--- config.mk ---
export PLATFORM = sky130hd
export DESIGN_NAME = gyro_motion_detector
export DESIGN_NICKNAME = d
export VERILOG_FILES = /design/src/rtl/gyro_pkg.sv /design/src/rtl/gyro_frame_assembler.sv /design/src/rtl/gyro_motion_detector.sv
export SDC_FILE = /design/constraint.sdc
export NUM_CORES = 1
export LEC_CHECK = 0
export CORE_UTILIZATION = 61
export CTS_BUF_LIST = sky130_fd_sc_hd__clkbuf_8
export DETAILED_ROUTE_END_ITERATION = 10
export GPL_TIMING_DRIVEN = 0
export PLACE_DENSITY = 0.82
export SLEW_MARGIN = 30
export SYNTH_ARGS = -nofsm -noshare
export SYNTH_HDL_FRONTEND = slang
export SYNTH_SLANG_ARGS = --single-unit
--- constraint.sdc ---
create_clock -name clk -period 3.45 [get_ports clk]
set_input_delay 0.69 -clock clk [delete_from_list [all_inputs] [get_ports clk]]
set_output_delay 0.69 -clock clk [all_outputs]
set_load 0.03 [all_outputs]
--- src/rtl/gyro_pkg.sv ---
// Shared types and constants for the gyro motion detector.
// Build option: GYRO_AXIS_Z_EN adds the Z axis (6-byte frame, gyro_z output).
package gyro_pkg;

    typedef enum logic [1:0] {
        ST_IDLE     = 2'd0,
        ST_ARMING   = 2'd1,
        ST_ACTIVE   = 2'd2,
        ST_COOLDOWN = 2'd3
    } gyro_state_e;

`ifdef GYRO_AXIS_Z_EN
    localparam int unsigned FRAME_LEN = 6;
    localparam int unsigned IDX_W     = 3;
`else
    localparam int unsigned FRAME_LEN = 4;
    localparam int unsigned IDX_W     = 2;
`endif

    typedef logic [IDX_W-1:0] byte_idx_t;

    localparam byte_idx_t IDX_XH   = IDX_W'(0);
    localparam byte_idx_t IDX_XL   = IDX_W'(1);
    localparam byte_idx_t IDX_YH   = IDX_W'(2);
    localparam byte_idx_t IDX_YL   = IDX_W'(3);
`ifdef GYRO_AXIS_Z_EN
    localparam byte_idx_t IDX_ZH   = IDX_W'(4);
    localparam byte_idx_t IDX_ZL   = IDX_W'(5);
`endif
    localparam byte_idx_t IDX_LAST = IDX_W'(FRAME_LEN - 1);

    localparam logic [15:0] MAG_SAT = 16'h7FFF;

    // |s| of a two's-complement sample; -32768 saturates to 32767.
    function automatic logic [15:0] abs_sat(input logic [15:0] s);
        if (s == 16'h8000) begin
            return MAG_SAT;
        end else if (s[15]) begin
            return 16'(~s + 16'd1);
        end else begin
            return s;
        end
    endfunction

endpackage

--- src/rtl/gyro_frame_assembler.sv ---
// Collects big-endian register bytes into per-axis samples; frame_start resyncs.
// Build option: GYRO_AXIS_Z_EN adds the Z axis bytes and gyro_z.
module gyro_frame_assembler
    import gyro_pkg::*;
(
    input  logic        clk,
    input  logic        reset,
    input  logic        enable,
    input  logic [7:0]  byte_in,
    input  logic        byte_valid,
    input  logic        frame_start,
    output logic [15:0] gyro_x,
    output logic [15:0] gyro_y,
`ifdef GYRO_AXIS_Z_EN
    output logic [15:0] gyro_z,
`endif
    output logic        frame_valid
);

    byte_idx_t   r_idx;
    byte_idx_t   w_idx_cur;
    logic        w_last;
    logic [7:0]  r_xh, r_xl, r_yh;
    logic [15:0] r_gx, r_gy;
    logic        r_fv;
`ifdef GYRO_AXIS_Z_EN
    logic [7:0]  r_yl, r_zh;
    logic [15:0] r_gz;
`endif

    // A coincident frame_start forces the incoming byte to slot 0.
    always_comb begin
        w_idx_cur = frame_start ? IDX_XH : r_idx;
        w_last    = (w_idx_cur == IDX_LAST);
    end

    always_ff @(posedge clk or negedge reset) begin
        if (!reset) begin
            r_idx <= IDX_XH;
            r_fv  <= 1'b0;
            r_xh  <= 8'd0;
            r_xl  <= 8'd0;
            r_yh  <= 8'd0;
            r_gx  <= 16'd0;
            r_gy  <= 16'd0;
`ifdef GYRO_AXIS_Z_EN
            r_yl  <= 8'd0;
            r_zh  <= 8'd0;
            r_gz  <= 16'd0;
`endif
        end else if (!enable) begin
            r_idx <= IDX_XH;
            r_fv  <= 1'b0;
        end else begin
            r_fv <= 1'b0;
            if (byte_valid) begin
                case (w_idx_cur)
                    IDX_XH:  r_xh <= byte_in;
                    IDX_XL:  r_xl <= byte_in;
                    IDX_YH:  r_yh <= byte_in;
`ifdef GYRO_AXIS_Z_EN
                    IDX_YL:  r_yl <= byte_in;
                    IDX_ZH:  r_zh <= byte_in;
`endif
                    default: ;
                endcase
                // Outputs only move on a completed frame.
                if (w_last) begin
                    r_idx <= IDX_XH;
                    r_fv  <= 1'b1;
                    r_gx  <= {r_xh, r_xl};
`ifdef GYRO_AXIS_Z_EN
                    r_gy  <= {r_yh, r_yl};
                    r_gz  <= {r_zh, byte_in};
`else
                    r_gy  <= {r_yh, byte_in};
`endif
                end else begin
                    r_idx <= w_idx_cur + IDX_W'(1);
                end
            end else if (frame_start) begin
                r_idx <= IDX_XH;
            end
        end
    end

    assign gyro_x      = r_gx;
    assign gyro_y      = r_gy;
    assign frame_valid = r_fv;
`ifdef GYRO_AXIS_Z_EN
    assign gyro_z      = r_gz;
`endif

endmodule

--- src/rtl/gyro_motion_detector.sv ---
// Debounced motion event from MPU6050 gyro frames: confirm, hold, then cooldown.
// Build option: GYRO_AXIS_Z_EN includes the Z axis in the over-threshold test.
module gyro_motion_detector
    import gyro_pkg::*;
#(
    parameter int unsigned THRESHOLD      = 2000,
    parameter int unsigned CONFIRM_FRAMES = 3,
    parameter int unsigned HOLD_CYCLES    = 25_000_000,
    parameter int unsigned HOLDOFF_CYCLES = 50_000_000
) (
    input  logic        clk,
    input  logic        reset,
    input  logic        enable,
    input  logic [7:0]  byte_in,
    input  logic        byte_valid,
    input  logic        frame_start,
    output logic [15:0] gyro_x,
    output logic [15:0] gyro_y,
`ifdef GYRO_AXIS_Z_EN
    output logic [15:0] gyro_z,
`endif
    output logic        frame_valid,
    output logic        mover
);

    localparam int unsigned CONF_W = $clog2(CONFIRM_FRAMES + 1);
    localparam int unsigned HOLD_W = $clog2(HOLD_CYCLES + 1);
    localparam int unsigned OFF_W  = $clog2(HOLDOFF_CYCLES + 1);

    localparam logic [CONF_W-1:0] CONF_MAX = CONF_W'(CONFIRM_FRAMES);
    localparam logic [HOLD_W-1:0] HOLD_MAX = HOLD_W'(HOLD_CYCLES);
    localparam logic [OFF_W-1:0]  OFF_MAX  = OFF_W'(HOLDOFF_CYCLES);
    localparam logic [15:0]       THR      = 16'(THRESHOLD);

    logic [15:0]       w_gx, w_gy;
    logic              w_fv;
    logic              w_over;
    gyro_state_e       r_state, w_state_nx;
    logic [CONF_W-1:0] r_conf, w_conf_nx, w_conf_inc;
    logic [HOLD_W-1:0] r_hold, w_hold_nx;
    logic [OFF_W-1:0]  r_off, w_off_nx;
    logic              r_mover;

    gyro_frame_assembler u_asm (
        .clk         (clk),
        .reset       (reset),
        .enable      (enable),
        .byte_in     (byte_in),
        .byte_valid  (byte_valid),
        .frame_start (frame_start),
        .gyro_x      (w_gx),
        .gyro_y      (w_gy),
`ifdef GYRO_AXIS_Z_EN
        .gyro_z      (gyro_z),
`endif
        .frame_valid (w_fv)
    );

    always_comb begin
`ifdef GYRO_AXIS_Z_EN
        w_over = (abs_sat(w_gx) > THR) || (abs_sat(w_gy) > THR) || (abs_sat(gyro_z) > THR);
`else
        w_over = (abs_sat(w_gx) > THR) || (abs_sat(w_gy) > THR);
`endif
    end

    always_ff @(posedge clk or negedge reset) begin
        if (!reset) begin
            r_state <= ST_IDLE;
            r_conf  <= '0;
            r_hold  <= '0;
            r_off   <= '0;
            r_mover <= 1'b0;
        end else begin
            r_state <= w_state_nx;
            r_conf  <= w_conf_nx;
            r_hold  <= w_hold_nx;
            r_off   <= w_off_nx;
            r_mover <= (w_state_nx == ST_ACTIVE);
        end
    end

    // Next state and counters; hold/cooldown counters start at 1 on entry.
    always_comb begin
        w_state_nx = r_state;
        w_conf_nx  = r_conf;
        w_hold_nx  = r_hold;
        w_off_nx   = r_off;
        w_conf_inc = (r_conf == CONF_MAX) ? r_conf : r_conf + CONF_W'(1);
        case (r_state)
            ST_IDLE: begin
                if (w_fv && w_over) begin
                    w_conf_nx = CONF_W'(1);
                    if (CONFIRM_FRAMES == 1) begin
                        w_state_nx = ST_ACTIVE;
                        w_hold_nx  = HOLD_W'(1);
                    end else begin
                        w_state_nx = ST_ARMING;
                    end
                end
            end
            ST_ARMING: begin
                if (w_fv) begin
                    if (w_over) begin
                        w_conf_nx = w_conf_inc;
                        if (w_conf_inc >= CONF_MAX) begin
                            w_state_nx = ST_ACTIVE;
                            w_hold_nx  = HOLD_W'(1);
                        end
                    end else begin
                        w_conf_nx  = '0;
                        w_state_nx = ST_IDLE;
                    end
                end
            end
            ST_ACTIVE: begin
                if (r_hold >= HOLD_MAX) begin
                    w_state_nx = ST_COOLDOWN;
                    w_hold_nx  = '0;
                    w_off_nx   = OFF_W'(1);
                end else begin
                    w_hold_nx = r_hold + HOLD_W'(1);
                end
            end
            ST_COOLDOWN: begin
                if (r_off >= OFF_MAX) begin
                    w_state_nx = ST_IDLE;
                    w_off_nx   = '0;
                    w_conf_nx  = '0;
                end else begin
                    w_off_nx = r_off + OFF_W'(1);
                end
            end
            default: w_state_nx = ST_IDLE;
        endcase
        if (!enable) begin
            w_state_nx = ST_IDLE;
            w_conf_nx  = '0;
            w_hold_nx  = '0;
            w_off_nx   = '0;
        end
    end

    assign gyro_x      = w_gx;
    assign gyro_y      = w_gy;
    assign frame_valid = w_fv;
    assign mover       = r_mover;

endmodule
Word-level counts from Yosys, hierarchy flattened
Index checks and enable logic that the tools add are counted.
{ "op_classes": {"n_addsub": 6, "mux": 36, "reduce_logical": 11, "n_eq_ne": 19, "n_bitwise": 2, "n_lt_le_gt_ge": 5} }
{ "ops": {"columns": ["cell", "count"], "rows": [
  ["two-way mux 25 bit", 5],
  ["two-way mux 26 bit", 3],
  ["two-way mux 16 bit", 4],
  ["one-hot mux 26 bit (2 select lines)", 1],
  ["one-hot mux 25 bit (2 select lines)", 1],
  ["two-way mux 2 bit", 17],
  ["adder 16 x 1 -> 16 bit, second input constant", 2],
  ["== test 16 bit, second input constant", 2],
  ["> comparator 16 x 11 -> 1 bit, second input constant", 2],
  ["NOT 16 bit", 2],
  ["adder 26 x 1 -> 26 bit, second input constant", 1],
  ["greater-or-equal comparator 26 bit, second input constant", 1],
  ["adder 25 x 1 -> 25 bit, second input constant", 1],
  ["greater-or-equal comparator 25 bit, second input constant", 1],
  ["!= test 3 bit, second input constant", 5],
  ["== test 2 bit, second input constant", 6],
  ["AND reduction 3 bit", 4],
  ["one-hot mux 2 bit (4 select lines)", 1],
  ["AND reduction 4 bit", 2],
  ["!= test 3 x 1 -> 1 bit, second input constant", 2],
  ["one-hot mux 2 bit (3 select lines)", 1],
  ["adder 2 x 1 -> 2 bit, second input constant", 2],
  ["== test 2 x 1 -> 1 bit, second input constant", 2],
  ["logical NOT 2 bit", 2],
  ["7 further kinds", 9]
]} }
{ "word_totals": {"input_bits": 13, "reg_bits": 115, "word_cells": 91, "output_inout_bits": 34} }

Depth between registers and ports, before layout
Gate-level depths: netlist (run 1).
{ "depth": {"word_depth": 11, "mapped_depth": 13, "ltp_nobuf": 10} }

By module
A second synthesis (run 1) with hierarchy kept.
{ "hier_totals": {"cells_unflattened": 653, "area_unflattened_um2": 6553.8} }
{ "by_module_without_submodules": {"columns": ["module", "cells_per_inst", "seq_area_each_um2", "area_per_inst_um2", "instances"], "rows": [
  ["gyro_motion_detector", 519, 1401.3, 4155.2, 1],
  ["gyro_frame_assembler", 134, 1476.4, 2398.6, 1]
]} }

Worst setup path before layout (run 1)
Ideal clock, no wire load.
{ "synth_timing": {"path_type": "reg-to-reg", "startpoint": "register u_asm.r_gx[1] (netlist: u_asm.gyro_x[1])", "endpoint": "register r_hold[12]", "path_buffers": 1, "path_stages_with_launch": 12, "path_slack_ns": 0.019, "t_required_ns": 3.332, "t_arrival_ns": 3.313, "setup_ns": 0.118, "synth_period_minus_slack_ns": 3.431, "cell_sequence": "dfrtp_1 clkbuf_1 inv_1 ha_1 or4b_2 a2bb2oi_1 o211ai_1 a22o_1 a22oi_1 o311ai_1 a2111oi_0 a21o_1"} }
{ "synth_via": {"elab_chain_cells": 8, "word_cells_on_any_way": 9, "classes_between": "add/sub: 1; order compare: 1; eq/ne: 2; mux: 2; bitwise: 1; reduce/logical: 2"} }
{ "synth_rtl": {"columns": ["element", "line_no", "text"], "rows": [
  ["from (decl)", "gyro_frame_assembler.sv:24", "logic [15:0] r_gx, r_gy;"],
  ["from (signal assigned)", "gyro_frame_assembler.sv:71", "r_gx <= {r_xh, r_xl};"],
  ["NOT 16 bit", "gyro_pkg.sv:39", "return 16'(~s + 16'd1);"],
  ["adder 16 x 1 -> 16 bit", "gyro_pkg.sv:39", null],
  ["two-way mux 16 bit", "gyro_pkg.sv:38", "end else if (s[15]) begin"],
  ["two-way mux 16 bit (*)", "gyro_pkg.sv:36", "if (s == 16'h8000) begin"],
  ["> comparator 16 x 11 -> 1 bit (*)", "gyro_motion_detector.sv:63", "w_over = (abs_sat(w_gx) > THR) || (abs_sat(w_gy) > THR);"],
  ["logical OR 1 bit (*)", "gyro_motion_detector.sv:63", null],
  ["!= test 3 bit (no source line) (*)", null, null],
  ["AND reduction 4 bit (no source line) (*)", null, null],
  ["to (signal assigned)", "gyro_motion_detector.sv:77", "r_hold <= w_hold_nx;"],
  ["to (decl)", "gyro_motion_detector.sv:40", "logic [HOLD_W-1:0] r_hold, w_hold_nx;"]
]} }
Every way passes the cells marked *; elsewhere a longest branch is shown, timed or not.
A chain may end at the register's enable or synchronous reset.

Worst setup path after layout (run 1)
{ "layout_timing": {"startpoint": "register u_asm.r_gx[0] (netlist: u_asm.gyro_x[0])", "endpoint": "register r_hold[2]"} }
Same word-level chain as after synthesis.

==> results of run 1 <==
-- cells in the mapped netlist (5+ instances only) --
cell type    n
dfrtp_1    115
mux2_2      57
nor2_1      52
nand2_1     50
o21ai_0     36
a21oi_1     33
nand3_1     32
inv_1       30
nand4_1     19
clkbuf_1    18
o31ai_1     18
ha_1        16
or4_1       13
xor2_1      12
and2_1      11
and3_1      11
nor3_1      11
nor4_1       8
mux2i_1      7
and4_1       6
or3_1        6
nand4b_1     5
o211ai_1     5
o21a_1       5
xnor2_1      5
-- repair_timing --
| item | 4_1_cts | 5_1_grt |
|---|---|---|
| buffers inserted | 1 | 2 |
| hold endpoints to repair | 0 | 0 |
| cloned | 0 | 0 |
| pin swaps | 1 | 2 |
| endpoints found under the setup margin | 27 | 26 |
| gates resized for setup | 2 | 9 |
-- how the worst min path moves through the flow --
stage                     cells past startpoint  slack, ns                           end
after floorplan                               0       0.39               mover$_DFF_PN0_
final                                         1       0.11         r_off[10]$_DFFE_PN0P_
after global routing                          1       0.13         r_off[10]$_DFFE_PN0P_
after detailed placement                      1       0.49  u_asm.gyro_x[14]$_DFFE_PN0P_
after global placement                        1       0.48  u_asm.gyro_x[13]$_DFFE_PN0P_
after CTS                                     1       0.12        r_hold[13]$_DFFE_PN0P_
-- layer usage --
layer	up-vias	share of wire	GRT usage	wire length, um
li1	2591	-	-	-
met1	2686	0.42	0.385	6620
met2	212	0.50	0.508	7880
met3	39	0.066	0.0780	1050
met4	0	0.019	0.121	305
met5	-	0	0	0
-- layout make-up --
cell class / instances / area share
Sequential cell: 115 / 0.377
Buffer: 21 / 0.0118
Timing Repair Buffer: 49 / 0.0661
Multi-Input combinational cell: 489 / 0.452
Inverter: 30 / 0.0147
Clock buffer: 20 / 0.0360
Tap cell: 136 / 0.0223
Clock inverter: 12 / 0.0203
-- state kept, by name, indices dropped and copies added (netlist names) --
signal / count
r_off: 26
r_hold: 25
u_asm.gyro_x: 16
u_asm.gyro_y: 16
u_asm.r_xh: 8
u_asm.r_xl: 8
u_asm.r_yh: 8
r_conf: 2
r_state: 2
u_asm.r_idx: 2
mover: 1
u_asm.frame_valid: 1
-- through the flow --
step / cell area [um^2] / power [W] / util / cells / setup slack [ns]
finish: 7640 / 0.00307 / 0.744 / 872 / 0.158
global placement: 7090 / 0.00171 / 0.690 / 837 / -2.61
CTS: 7570 / 0.00308 / 0.737 / 870 / 0.0569
floorplan: 6470 / 0.00162 / - / 656 / 0.0188
global route: 7640 / 0.00317 / 0.744 / 872 / 0.0178
detailed placement: 7130 / 0.00172 / 0.693 / 838 / -0.301
-- worst max-delay path, stage by stage, from the launching register on --
cell	delay [ns]
dfrtp_1	0.37
buf_2	0.17
inv_1	0.11
ha_4	0.19
or3b_1	0.37
a21boi_0	0.17
o211ai_1	0.14
a22o_1	0.22
a22oi_2	0.48
nor4_4	0.09
buf_6	0.18
buf_2	0.19
o31ai_1	0.30
o21ai_0	0.17
-- kinds of logic after synthesis --
family,Yosys count
mux,64
compound gates,147
flops,115
xor+xnor,17
buf+inv,52
simple gates,245
fa+ha+maj,16
-- power by group --
part | internal [W] | switching (W) | leakage (nW)
Sequential | 0.00141 | 0.0000396 | 1.57
Combinational | 0.000114 | 0.000144 | 1.51
Clock | 0.000770 | 0.000588 | 0.209
==> reports/results.ini, run 1 <==
[status]
run_status = finished, final reports clean

[floorplan]
fp.dieW_um = 105
row_count = 37
floorplan.die_area_um2 = 11000
ios = 47
die_h_um = 105
start_util = 0.629
core_area_um2 = 10300

[hold_path]
worstHoldPathType = input pin to async pin

[synthesis]
synth_mux_area_frac = 0.110
yosysWarnings = 0
synth_fa_ha_area_frac = 0.0310
synth-simple-area-share = 0.208
yosys.area.top_type = dfrtp_1
ys_top_cells_by_area = dfrtp_1 45%, mux2_2 9.9%, ha_1 3.1%
synth_top_family_by_area = simple AND/OR/NAND/NOR gates
synth_seq_cells = 115
synth_edf_count = 0
ys_types = 65
syn-cell-area_um2 = 6470
synth_async_sr_flop_share = 1.00
ys.flop_type = dfrtp_1
syn_area_per_cell_um2 = 9.86
synthCells = 656
yosysSeqAreaShare = 0.445
yosysTopAreaCellShare = 0.445
synth_compound_area_frac = 0.151
synthXorXnorAreaFrac = 0.0230
syn_nets = 685

[setup_path]
critical_path_class = register to register
r2r-end = r_hold[2]$_DFFE_PN0P_
rr_worst_depth = 13
required_ns = 3.77
startpoint = u_asm.gyro_x[0]$_DFFE_PN0P_
crit_end = r_hold[2]$_DFFE_PN0P_
cp.arrival_ns = 3.61
cp-end-kind = register
start_kind = register
r2r-start = u_asm.gyro_x[0]$_DFFE_PN0P_
critPathMaxFanout = 10
ff2ff_setup_slack_ns = 0.16

[clock_network]
cts.clk_slew.worst_paths_ns = 0.07
htree_levels = 4
cts.sinks = 115
tritoncts = yes
clock-root-buffer = clkbuf_8
clock_path_buffers = 2
cts_hold_buf = 0
insertion_delay_ns = 0.47
cts_made_buffers = 17

[layout]
n_antenna_cell = 0
multi_input_area_um2 = 3460
drive_above_1_share = 0.162
areaGrowthSynthToFinish_pct = 18.2
mostFrequentLayoutCells = 115 x dfrtp_1, 57 x mux2_2, 51 x nor2_1
mostFrequentLayoutCell = dfrtp_1
nFillCells = 737
nNetsFinal = 752
regArea_um2 = 2880

[timing]
hold_ws_ns = 0.107
clock_skew_ns = 0.00806
worst_pin_slew_ns = 0.787
relSlewSlack = 0.476
setup_tns_ns = 0
fin_crit_ns = 3.29
grt_setup_unrepaired = false
min_period_over_period = 0.954
setup_viol = 0
max_freq_mhz = 304
drv_slew = 0
finalHoldViolations = 0

[power_and_ir_drop]
power_leakage_nw = 3.29
power.density_nw_per_um2 = 401
vdd_ir_drop_max_mv = 0.387

[global_routing]
antenna_found_initial = 0
overflow = 0
grt_pass1_vias = 5398
grt_usage = 0.306
grt_pass1_wl_um = 26100
grt_max_degree = 72

[detailed_routing]
drt_pass1_iterations = 6
vias = 5528
drtIter0Drc = 262
antenna_left = 0
drc = 0
viasPerCell = 6.34
drt_wl_total_um = 15800
routedWlPerCell_um = 18.2

[run]
cap_viol_max_count = 0

[place]
gp_congestion = 0.912
portBuffers = 45
detailed_place_hpwl_um = 10700

Power figures use the tool's default switching activity.
==> run 2, diff against run 1 <==
--- a/config.mk
+++ b/config.mk
@@ -5,6 +5,7 @@
 export SDC_FILE = /design/constraint.sdc
 export NUM_CORES = 1
 export LEC_CHECK = 0
+export CORE_ASPECT_RATIO = 2
 export CORE_UTILIZATION = 61
 export CTS_BUF_LIST = sky130_fd_sc_hd__clkbuf_8
 export DETAILED_ROUTE_END_ITERATION = 10
==> run 2 against run 1 <==
Net effect: critical path depth down 2; non-clock buffer count up 3; via count up 3.6%; largest cell class unchanged; fmax fell by 2.0%.
==> reports/results.ini, run 2 (synthesized netlist as in run 1, its figures left out) <==
[detailed_routing]
drt_wl_total_um = 17000  ; +7.1%
drtIter0Drc = 370  ; +41%
antenna_left = 0  ; unchanged
vias = 5728  ; +3.6%
drt_pass1_iterations = 7  ; +1
drc = 0  ; unchanged
viasPerCell = 6.55  ; +3.4%
routedWlPerCell_um = 19.4  ; +6.8%

[global_routing]
use_met3 = 0.0804  ; +0.00246
use_met1 = 0.348  ; -0.0373
antenna_found_initial = 0  ; unchanged
grt_util_met2 = 0.587  ; +0.0798
grt_pass1_wl_um = 27800  ; +6.3%
overflow = 0  ; unchanged
grt_usage = 0.333  ; +0.0267
busiest_layer = met2
grt_pass1_vias = 5762  ; +6.7%
grt_max_degree = 76  ; +5.6%

[layout]
largest_register_ffs = 26  ; unchanged
drive_above_1_share = 0.168  ; +0.00611
mostFrequentLayoutCell = dfrtp_1
reg.largest.list = r_off: 26 flops, r_hold: 25 flops
nNetsFinal = 755  ; +0.40%
stdcell_count = 874  ; +0.23%
mostFrequentLayoutCells = 115 x dfrtp_1, 57 x mux2_2, 51 x nor2_1
regMostFlops = r_off
areaGrowthSynthToFinish_pct = 18.7
n_antenna_cell = 0  ; unchanged

[timing]
grt_setup_unrepaired = true
setup_viol = 0  ; unchanged
min_period_over_period = 0.974  ; +0.0197
clock_skew_ns = 0.0128  ; +0.00478 ns
setup_tns_ns = 0  ; unchanged
fin_crit_ns = 3.36  ; +0.0679 ns
finalHoldViolations = 0  ; unchanged
worst_pin_slew_ns = 0.815  ; +0.0288 ns
drv_slew = 0  ; unchanged
relSlewSlack = 0.456  ; -0.0192
max_freq_mhz = 298  ; -2.0%

[setup_path]
r2r-start = u_asm.gyro_x[0]$_DFFE_PN0P_
start_kind = register
cp.arrival_ns = 3.68  ; +0.07 ns
rr_worst_depth = 11  ; -2
critical_path_class = register to register
required_ns = 3.77  ; about the same
r2r-end = r_conf[0]$_DFFE_PN0P_
critPathMaxFanout = 9  ; -1
cp-end-kind = register
ff2ff_setup_slack_ns = 0.09  ; -0.07 ns

[power_and_ir_drop]
power_leakage_nw = 3.31  ; +0.74%
vdd_ir_drop_max_mv = 0.308  ; -20%
power.total_w = 0.00310  ; +0.92%
power.density_nw_per_um2 = 403  ; +0.45%

[clock_network]
cts.clk_slew.worst_paths_ns = 0.08  ; about the same
htree_levels = 4  ; unchanged
tritoncts = yes
cts_made_buffers = 17  ; unchanged
clock-root-buffer = clkbuf_8
cts.sinks = 115  ; unchanged
clock_path_buffers = 2  ; unchanged
insertion_delay_ns = 0.44  ; -0.03 ns

[run]
cap_viol_max_count = 0  ; unchanged

[floorplan]
row_count = 52  ; +41%
fp.dieW_um = 74.8  ; -29%
core_area_um2 = 10200  ; -0.61%
floorplan.die_area_um2 = 11000  ; +0.23%
die_h_um = 148  ; +41%
start_util = 0.633  ; +0.00385
ios = 47  ; unchanged

[status]
run_status = finished, final reports clean

[place]
detailed_place_hpwl_um = 12100  ; +13%
portBuffers = 45  ; unchanged
dp_cells = 837  ; -0.12%
gp_congestion = 0.872  ; -4.3%

[hold_path]
worstHoldPathType = input pin to async pin

[run 2: cell type report]
class	count	area [um^2]
multi-input cells	489	3470
flip-flops and latches	115	2880
fillers	721	2540
repair buffers	52	528
clock buffers	19	262
clock inverters	13	171
well taps	135	169
inverters	30	113
plain buffers	21	90.1
[run 2: power by group]
group	switching, W	total (W)	internal [W]
sequential	0.0000420	0.00145	0.00141
clock	0.000615	0.00138	0.000765
combinational	0.000149	0.000262	0.000113
[run 2: per-layer routing]
layer | vias to the layer above | routed length [um]
li1 | 2599 | -
met1 | 2797 | 5970
met2 | 253 | 9310
met3 | 79 | 844
met4 | 0 | 844
met5 | - | 0
[run 2: what timing repair did]
| action | 4_1_cts | 5_1_grt |
|---|---|---|
| setup buffers | 1 | 5 |
| hold endpoints to repair | 0 | 0 |
| gates resized for setup | 2 | 13 |
| hold buffers | 0 | 0 |
| pin swaps | 2 | 3 |
| setup endpoints to repair | 27 | 33 |
[run 2: how the worst max path moves through the flow]
stage / depth (start not counted) / start / slack (ns) / endpoint
CTS: 12 / u_asm.gyro_x[0]$_DFFE_PN0P_ / 0.004 / r_hold[24]$_DFFE_PN0P_
global placement: 1 / reset / -2.60 / u_asm.gyro_y[11]$_DFFE_PN0P_
detailed placement: 13 / u_asm.gyro_x[1]$_DFFE_PN0P_ / -0.34 / r_hold[17]$_DFFE_PN0P_
finish: 11 / u_asm.gyro_x[0]$_DFFE_PN0P_ / 0.09 / r_conf[0]$_DFFE_PN0P_
global route: 10 / u_asm.gyro_x[3]$_DFFE_PN0P_ / -0.02 / r_hold[17]$_DFFE_PN0P_
floorplan: 11 / u_asm.gyro_x[1]$_DFFE_PN0P_ / 0.02 / r_hold[12]$_DFFE_PN0P_
[run 2: metrics by stage]
| step | utilization | cell area, um^2 | setup slack [ns] | hold WS [ns] |
|---|---|---|---|---|
| after detailed placement | 0.698 | 7130 | -0.336 | 0.494 |
| after global routing | 0.752 | 7680 | -0.0248 | 0.130 |
| after CTS | 0.741 | 7570 | 0.00443 | 0.129 |
| after global placement | 0.694 | 7090 | -2.60 | 0.482 |
| final | 0.752 | 7680 | 0.0901 | 0.109 |
| after floorplan | - | 6470 | 0.0188 | 0.394 |
[run 2: worst max-delay path, cell delays in order, from the launching register on]
cell and delay, ns:
dfrtp_1 0.36, buf_2 0.20, inv_1 0.10, ha_4 0.24
or4b_2 0.61, a2bb2oi_1 0.15, o211ai_1 0.12, a22o_1 0.19
a22oi_2 0.17, or3_1 0.49, o22ai_1 0.25, mux2_2 0.37
